## config.mk

```make
export PLATFORM = sky130hd
export DESIGN_NAME = usb_txn_arbiter
export DESIGN_NICKNAME = d
export VERILOG_FILES = /design/src/rtl/usb_txn_arbiter_pkg.sv /design/src/rtl/usb_txn_arbiter_rr_arbiter.sv /design/src/rtl/usb_txn_arbiter.sv
export SDC_FILE = /design/constraint.sdc
export NUM_CORES = 1
export LEC_CHECK = 0
export BUFFER_PORTS_ARGS = -buffer_cell sky130_fd_sc_hd__buf_2
export CAP_MARGIN = 15
export CORE_AREA = 3 3 156 158
export DETAILED_ROUTE_END_ITERATION = 6
export DIE_AREA = 0 0 159 161
export GPL_ROUTABILITY_DRIVEN = 0
export SLEW_MARGIN = 20
export SYNTH_ARGS = -nofsm -noshare
export SYNTH_HDL_FRONTEND = slang
export SYNTH_SLANG_ARGS = --single-unit
```

## constraint.sdc

```tcl
create_clock -name clock -period 3.1 [get_ports clock]
set_clock_uncertainty 0.15 [all_clocks]
set_input_delay 0.775 -clock clock [delete_from_list [all_inputs] [get_ports clock]]
set_output_delay 0.775 -clock clock [all_outputs]
set_load 0.05 [all_outputs]
```

## src/rtl/usb_txn_arbiter_pkg.sv

```systemverilog
// Shared widths, FSM encoding and helpers for the USB transaction arbiter.
package usb_txn_arbiter_pkg;

    localparam int unsigned USB_MEMPAGE_W = 16;
    localparam int unsigned USB_DATA_W    = 64;

    typedef logic [1:0] txn_arb_state_t;

    localparam txn_arb_state_t ARB_IDLE = 2'd0;
    localparam txn_arb_state_t ARB_BUSY = 2'd1;
    localparam txn_arb_state_t ARB_GAP  = 2'd2;
    localparam txn_arb_state_t ARB_RESP = 2'd3;

    // Bits needed to count 0..v-1, never less than one.
    function automatic int unsigned clog2_min1(input int unsigned v);
        return (v <= 2) ? 1 : $clog2(v);
    endfunction

endpackage

```

## src/rtl/usb_txn_arbiter_rr_arbiter.sv

```systemverilog
// Combinational round-robin pick: first requester at or after the pointer, wrapping.
module rr_arbiter #(
    parameter int unsigned N  = 2,
    parameter int unsigned IW = 1
) (
    input  logic [N-1:0]  req,
    input  logic [IW-1:0] ptr,
    output logic [N-1:0]  grant,
    output logic [IW-1:0] idx,
    output logic          any
);

    logic [IW-1:0] cand;

    always_comb begin
        grant = '0;
        idx   = '0;
        any   = 1'b0;
        cand  = '0;
        for (int unsigned k = 0; k < N; k++) begin
            cand = IW'((32'(ptr) + k) % N);
            if (!any && req[cand]) begin
                any         = 1'b1;
                idx         = cand;
                grant[cand] = 1'b1;
            end
        end
    end

endmodule

```

## src/rtl/usb_txn_arbiter.sv

```systemverilog
// Round-robin sharing of the USB read/write engine with retry, timeout and
// per-requester response reporting.
module usb_txn_arbiter
    import usb_txn_arbiter_pkg::*;
#(
    parameter int unsigned NUM_REQ        = 2,
    parameter int unsigned MAX_RETRIES    = 3,
    parameter int unsigned TIMEOUT_CYCLES = 4096
) (
    input  logic                              clock,
    input  logic                              reset,
    input  logic [NUM_REQ-1:0]                req_valid,
    input  logic [NUM_REQ-1:0]                req_is_write,
    input  logic [NUM_REQ*USB_MEMPAGE_W-1:0]  req_mempage,
    input  logic [NUM_REQ*USB_DATA_W-1:0]     req_wdata,
    output logic [NUM_REQ-1:0]                req_ready,
    output logic [NUM_REQ-1:0]                rsp_valid,
    output logic                              rsp_success,
    output logic [USB_DATA_W-1:0]             rsp_rdata,
    output logic                              busy,
    output logic                              eng_read_start,
    output logic                              eng_write_start,
    output logic [USB_MEMPAGE_W-1:0]          eng_read_mempage,
    output logic [USB_MEMPAGE_W-1:0]          eng_write_mempage,
    output logic [USB_DATA_W-1:0]             eng_write_data,
    input  logic                              eng_finished,
    input  logic                              eng_read_success,
    input  logic                              eng_write_success,
    input  logic [USB_DATA_W-1:0]             eng_read_data
);

    localparam int unsigned IDX_W = clog2_min1(NUM_REQ);
    localparam int unsigned ATT_W = clog2_min1(MAX_RETRIES + 1);
    localparam int unsigned TO_W  = clog2_min1(TIMEOUT_CYCLES + 1);

    txn_arb_state_t     state;
    logic [IDX_W-1:0]   rr_ptr;
    logic [IDX_W-1:0]   gnt_idx;
    logic [NUM_REQ-1:0] gnt_onehot;
    logic               lat_write;
    logic [ATT_W-1:0]   attempt;
    logic [TO_W-1:0]    tcnt;

    logic [NUM_REQ-1:0] arb_grant;
    logic [IDX_W-1:0]   arb_idx;
    logic               arb_any;

    logic [TO_W-1:0]    tcnt_inc;
    logic               attempt_done;
    logic               attempt_ok;
    logic               last_attempt;
    logic [IDX_W-1:0]   ptr_next;

    rr_arbiter #(
        .N  (NUM_REQ),
        .IW (IDX_W)
    ) u_rr (
        .req   (req_valid),
        .ptr   (rr_ptr),
        .grant (arb_grant),
        .idx   (arb_idx),
        .any   (arb_any)
    );

    // Finished beats timeout when both land on the same cycle.
    always_comb begin
        tcnt_inc     = tcnt + TO_W'(1);
        attempt_done = 1'b0;
        attempt_ok   = 1'b0;
        if (eng_finished) begin
            attempt_done = 1'b1;
            attempt_ok   = lat_write ? eng_write_success : eng_read_success;
        end else if (tcnt_inc == TO_W'(TIMEOUT_CYCLES)) begin
            attempt_done = 1'b1;
        end
        last_attempt = (attempt == ATT_W'(MAX_RETRIES));
        ptr_next     = (gnt_idx == IDX_W'(NUM_REQ - 1)) ? '0 : gnt_idx + IDX_W'(1);
    end

    always_ff @(posedge clock) begin
        if (reset) begin
            state             <= ARB_IDLE;
            rr_ptr            <= '0;
            gnt_idx           <= '0;
            gnt_onehot        <= '0;
            lat_write         <= 1'b0;
            attempt           <= '0;
            tcnt              <= '0;
            req_ready         <= '0;
            rsp_valid         <= '0;
            rsp_success       <= 1'b0;
            rsp_rdata         <= '0;
            busy              <= 1'b0;
            eng_read_start    <= 1'b0;
            eng_write_start   <= 1'b0;
            eng_read_mempage  <= '0;
            eng_write_mempage <= '0;
            eng_write_data    <= '0;
        end else begin
            req_ready <= '0;
            rsp_valid <= '0;
            case (state)
                ARB_IDLE: begin
                    if (arb_any) begin
                        state             <= ARB_BUSY;
                        req_ready         <= arb_grant;
                        gnt_idx           <= arb_idx;
                        gnt_onehot        <= arb_grant;
                        lat_write         <= req_is_write[arb_idx];
                        attempt           <= '0;
                        tcnt              <= '0;
                        busy              <= 1'b1;
                        eng_read_start    <= ~req_is_write[arb_idx];
                        eng_write_start   <= req_is_write[arb_idx];
                        eng_read_mempage  <=
                            req_mempage[arb_idx*USB_MEMPAGE_W +: USB_MEMPAGE_W];
                        eng_write_mempage <=
                            req_mempage[arb_idx*USB_MEMPAGE_W +: USB_MEMPAGE_W];
                        eng_write_data    <= req_is_write[arb_idx] ?
                            req_wdata[arb_idx*USB_DATA_W +: USB_DATA_W] : '0;
                    end
                end
                ARB_BUSY: begin
                    if (attempt_done) begin
                        eng_read_start  <= 1'b0;
                        eng_write_start <= 1'b0;
                        if (attempt_ok || last_attempt) begin
                            state       <= ARB_RESP;
                            rsp_valid   <= gnt_onehot;
                            rsp_success <= attempt_ok;
                            rsp_rdata   <= (attempt_ok && !lat_write) ? eng_read_data : '0;
                        end else begin
                            state   <= ARB_GAP;
                            attempt <= attempt + ATT_W'(1);
                        end
                    end else begin
                        tcnt <= tcnt_inc;
                    end
                end
                ARB_GAP: begin
                    state           <= ARB_BUSY;
                    tcnt            <= '0;
                    eng_read_start  <= ~lat_write;
                    eng_write_start <= lat_write;
                end
                ARB_RESP: begin
                    state       <= ARB_IDLE;
                    rr_ptr      <= ptr_next;
                    busy        <= 1'b0;
                    rsp_success <= 1'b0;
                    rsp_rdata   <= '0;
                end
                default: state <= ARB_IDLE;
            endcase
        end
    end

endmodule
```

# Word-level counts from Yosys, hierarchy flattened
# Cells that the tools add are included.
dict set report word_totals {
  reg_bits 174
  output_inout_bits 168
  wordCells 113
  in_bits 233
}
dict set report op_classes {
  n_mux 47
  reduce_logical 21
  n_shift 2
  n_bitwise 8
  add_sub_neg 4
  n_lt_le_gt_ge 5
  n_eq_ne 10
}
# cell count
set op_table {}
lappend op_table {{$mux W64} 4}
lappend op_table {{$pmux W64 S2} 1}
lappend op_table {{$shiftx A128 B8 Y64} 1}
lappend op_table {{$pmux W13 S3} 1}
lappend op_table {{$shiftx A32 B6 Y16} 1}
lappend op_table {{$mux W13} 2}
lappend op_table {{$mux W1} 24}
lappend op_table {{$mux W2} 7}
lappend op_table {{$add A13 B1 Y13 const B} 1}
lappend op_table {{$eq A13 B13 Y1 const B} 1}
lappend op_table {{$ne A2 B2 Y1 const B} 5}
lappend op_table {{$reduce_and A3 Y1} 3}
lappend op_table {{$pmux W2 S4} 1}
lappend op_table {{$not A1 Y1} 7}
lappend op_table {{$eq A2 B2 Y1 const B} 3}
lappend op_table {{$lt A1 B2 Y1 const B} 3}
lappend op_table {{$pmux W1 S3} 2}
lappend op_table {{$reduce_and A2 Y1} 3}
lappend op_table {{$reduce_bool A2 Y1} 3}
lappend op_table {{$logic_and A1 B1 Y1} 4}
lappend op_table {{$pmux W1 S2} 2}
lappend op_table {{$pmux W2 S2} 1}
lappend op_table {{$reduce_and A4 Y1} 1}
lappend op_table {{$reduce_or A4 Y1} 1}
lappend op_table {{11 further kinds} 15}

# Longest topological paths before layout
dict set report depth {
  ltp_word 11
  ltp_mapped 9
  ltp_nobuf 7
}

# Cells and area by module
# From an unflattened synthesis, not the netlist that was laid out.
dict set report unflattened {
  hier_cells 960
  area_unflattened_um2 7982.7
}
# module instances area_per_inst_um2 cells_each
set modules_own_cells {}
lappend modules_own_cells {usb_txn_arbiter 1 7950.1 955}
lappend modules_own_cells {rr_arbiter 1 32.5 5}

# Worst setup path before layout
# OpenSTA, ideal clock, no wires.
dict set report synth_path {
  kind {reg2reg}
  from {register tcnt[0]}
  to {register state[0]}
  t_required_ns 2.864
  arrival_time_ns 2.366
  slack_ns 0.499
  path_stages_with_launch 9
  period_less_slack_ns 2.601
  cell_sequence {dfxtp_1 -> ha_1 -> nand4_4 -> nor4_2 -> o2111ai_1 -> o41ai_2 -> buf_6 -> mux2_1 -> a211oi_1}
}
dict set report synth_via {
  elab_chain_len 6
}
# item line_no
set synth_rtl {}
lappend synth_rtl {{start, declared} usb_txn_arbiter.sv:42} ;# logic [TO_W-1:0] tcnt;
lappend synth_rtl {{start signal, assigned} usb_txn_arbiter.sv:137} ;# tcnt <= tcnt_inc;
lappend synth_rtl {{$add A13 B1 Y13} usb_txn_arbiter.sv:67} ;# tcnt_inc = tcnt + TO_W'(1);
lappend synth_rtl {{$eq A13 B13 Y1} usb_txn_arbiter.sv:73} ;# end else if (tcnt_inc == TO_W'(TIMEOUT_CYCLES)) begin
lappend synth_rtl {{$mux W1} usb_txn_arbiter.sv:73}
lappend synth_rtl {{$mux W1} usb_txn_arbiter.sv:70} ;# if (eng_finished) begin
lappend synth_rtl {{$ne A2 B2 Y1 (no source line)} --}
lappend synth_rtl {{$reduce_and A2 Y1 (no source line)} --}
lappend synth_rtl {{end signal, assigned} usb_txn_arbiter.sv:82} ;# state <= ARB_IDLE;
lappend synth_rtl {{end signal, assigned} usb_txn_arbiter.sv:105} ;# state <= ARB_BUSY;
lappend synth_rtl {{end signal, assigned} usb_txn_arbiter.sv:128} ;# state <= ARB_RESP;
lappend synth_rtl {{end, declared} usb_txn_arbiter.sv:36} ;# txn_arb_state_t state;
# No other way between the ends.
# A chain may end at the register's enable or synchronous reset.

# Worst setup path in the final report
# Ends and elaborated chain as after synthesis.

==> flow_summary.toml <==
[floorplanning]
initial_core_util_pct = 33.8
row_count = 56
die_h_um = 161
io_pins = 401
dieArea_mm2 = 0.0256
core_mm2 = 0.0233
fp.dieW_um = 159

[cells_and_area]
final_layout_size_suffix_gt1_share_pct = 38.1
final_cell_mix = "buf_2, dfxtp_1, nand2_1"
final_common_cell = "buf_2"
diodes = 0
utilization_pct = 46.4
num-nets-final = 1491
syn_to_final_growth_pct = 37.3
final_cells = 1583

[sta]
finalHoldViolations = 0
fmax_mhz = 346
rsz0062_at_grt = "no"
slew_headroom_pct = 54.0
setup_viol = 0
fin_crit_ns = 2.89
setup_tns_ns = 0
fin_crit_sh_pct = 93.3
tightestPinTransition_ns = 0.688
slew_violations = 0

[cts]
cts_tree = "built"
clk_pin_slew_worst_paths_ns = 0.07
clk_latency_ns = 0.42
htree_num_levels = 4
cts-root-buf = "clkbuf_16"
clockBufferDepth = 2
cts_setup_buffers = 0
cts_buffers = 17
postCtsHoldBufs = 0
numClockSinks = 174

[synth]
synth_edf_count = 0
ys_warn_count = 0
syn_inst = 894
avgSynthCellArea_um2 = 8.80
yosysSeqAreaShare_pct = 44.3
synth_seq_cells = 174
async_flop_share_pct = 0
syn-cell-area_mm2 = 0.00787
ys.flop_type = "dfxtp_1"
syn-num-nets = 1134
ys_types = 59

[run]
cap_violations = 0

[critical_path]
cp.arrival_ns = 3.08
reg2reg_slack_ns = 0.21
critPathKind = "register to register"
crit_path_start_kind = "register"
worstPathMaxFanout = 11
worstSetupEndpointType = "register"
cp.required_ns = 3.29

[detailed_routing]
vias_per_cell = 4.84
wire_per_inst_um = 16.4
drtIter0Drc = 430
drtPass1Iterations = 4
num_vias = 7665
drc = 0
routed_wl_um = 26000
drtAntennaViolNets = 0

[power_and_ir_drop]
powerDensity_mw_per_mm2 = 570
ir_worst_vdd_mv = 0.336
leakage_nw = 5.19

[global_route]
overflow = 0
grt_pass1_vias = 7429
grt_antenna_before_repair = 2
grt_max_degree = 65
grt_pass1_wl_um = 40300
grt_usage_pct = 19.4

[run_status]
status = "complete, no violations"

[placed_design]
io_buffers = 400
dpl.cell_count = 1550
dpl.hpwl_um = 18900

[min_path]
min_path_type = "register to register"
[report_power, final]
group	total, mW	switching [mW]	internal [mW]
logic	1.50	1.03	0.476
clock network	2.22	1.04	1.18
registers	2.44	0.0788	2.36
total	6.16	2.14	4.02
[cell usage after synthesis (all sizes together) (2+ instances only)]
master,n,area [um2]
a211oi,7,57.6
a21boi,3,33.8
a21oi,71,355
a22o,38,333
a311oi,16,140
a31oi,14,87.6
and2,6,37.5
and3b,2,17.5
and4,2,20.0
buf,43,285
clkbuf,49,184
dfxtp,174,3480
ha,7,87.6
inv,7,26.3
mux2i,96,961
nand2,113,424
nand3,9,50.1
nand3b,6,45.0
nand4,3,33.8
nand4b,4,35.0
nor2,94,353
nor2b,6,37.5
nor3,65,325
nor4,4,50.1
o211ai,3,22.5
o21a,3,22.5
o21ai,12,60.1
o21bai,3,22.5
o311ai,2,17.5
or3,10,62.6
or4,2,15.0
xnor2,4,35.0
[layer usage]
metal / vias to the layer above / wire length [um] / track usage (%)
met4: 4 / 401 / 4.74
met3: 29 / 1580 / 5.54
met5: - / 34 / 0
met1: 3537 / 10900 / 23.9
met2: 236 / 13100 / 33.7
li1: 3859 / - / -
[state kept, by name, summed over array words and instances, names as in the netlist, 2 cells and up]
register / cells
eng_write_data: 64
rsp_rdata: 64
eng_write_mempage: 16
tcnt: 13
attempt: 2
gnt_onehot: 2
req_ready: 2
rsp_valid: 2
state: 2
[worst paths after layout]
path / startpoint / end / depth (start not counted)
setup reg to reg: tcnt[0] / state[0] / 8
hold reg to reg: rsp_rdata[8] / rsp_rdata[8] / 2
hold / removal: rsp_rdata[8] / rsp_rdata[8] / 2
setup / recovery: tcnt[0] / state[0] / 8
[cells by family (layout without fill, tap and decap cells)]
| logic type | after synthesis | in the layout | share of synthesized area (%) |
|---|---|---|---|
| compound gates | 180 | 181 | 15.7 |
| xor+xnor | 5 | 5 | 0.557 |
| fa+ha+maj | 7 | 7 | 1.11 |
| buf+inv | 100 | 469 | 6.35 |
| flops | 174 | 174 | 44.3 |
| mux | 97 | 97 | 12.4 |
| simple gates | 331 | 331 | 19.6 |
[through the flow]
| step | hold slack [ns] | setup WS [ns] | cell area, um2 | power [mW] |
|---|---|---|---|---|
| 2_1_floorplan | 0.282 | 0.499 | 7870 | 3.53 |
| 3_3_place_gp | 0.288 | 0.0698 | 10200 | 3.98 |
| 3_5_place_dp | 0.296 | 0.00470 | 10200 | 3.99 |
| 4_1_cts | 0.306 | 0.0752 | 10800 | 6.23 |
| 5_1_grt | 0.322 | 0.0168 | 10800 | 6.44 |
| 6_report | 0.304 | 0.208 | 10800 | 6.16 |
[critical path, stage by stage (launching register included)]
cell       delay, ns
dfxtp_1         0.44
ha_2            0.29
nand4_4         0.15
nor4_2          0.27
o2111ai_1       0.21
o41ai_2         0.44
buf_4           0.29
mux2_1          0.34
a211oi_1        0.22
[layout make-up]
cell class / count / area, um2
fillers: 2347 / 12500
multi-input cells: 621 / 3950
flip-flops and latches: 174 / 3480
repair buffers: 429 / 2320
clock buffers: 18 / 439
well taps: 319 / 399
clock inverters: 14 / 171
inverters: 8 / 30.0
[repair_timing]
| item | CTS | global route |
|---|---|---|
| endpoints found under the setup margin | 5 | 36 |
| hold endpoints to repair | 0 | 0 |
| cloned | 1 | 0 |
| pin swaps | 1 | 0 |
| gates resized for setup | 0 | 2 |
Note: power is estimated with default switching activity, not from simulation.
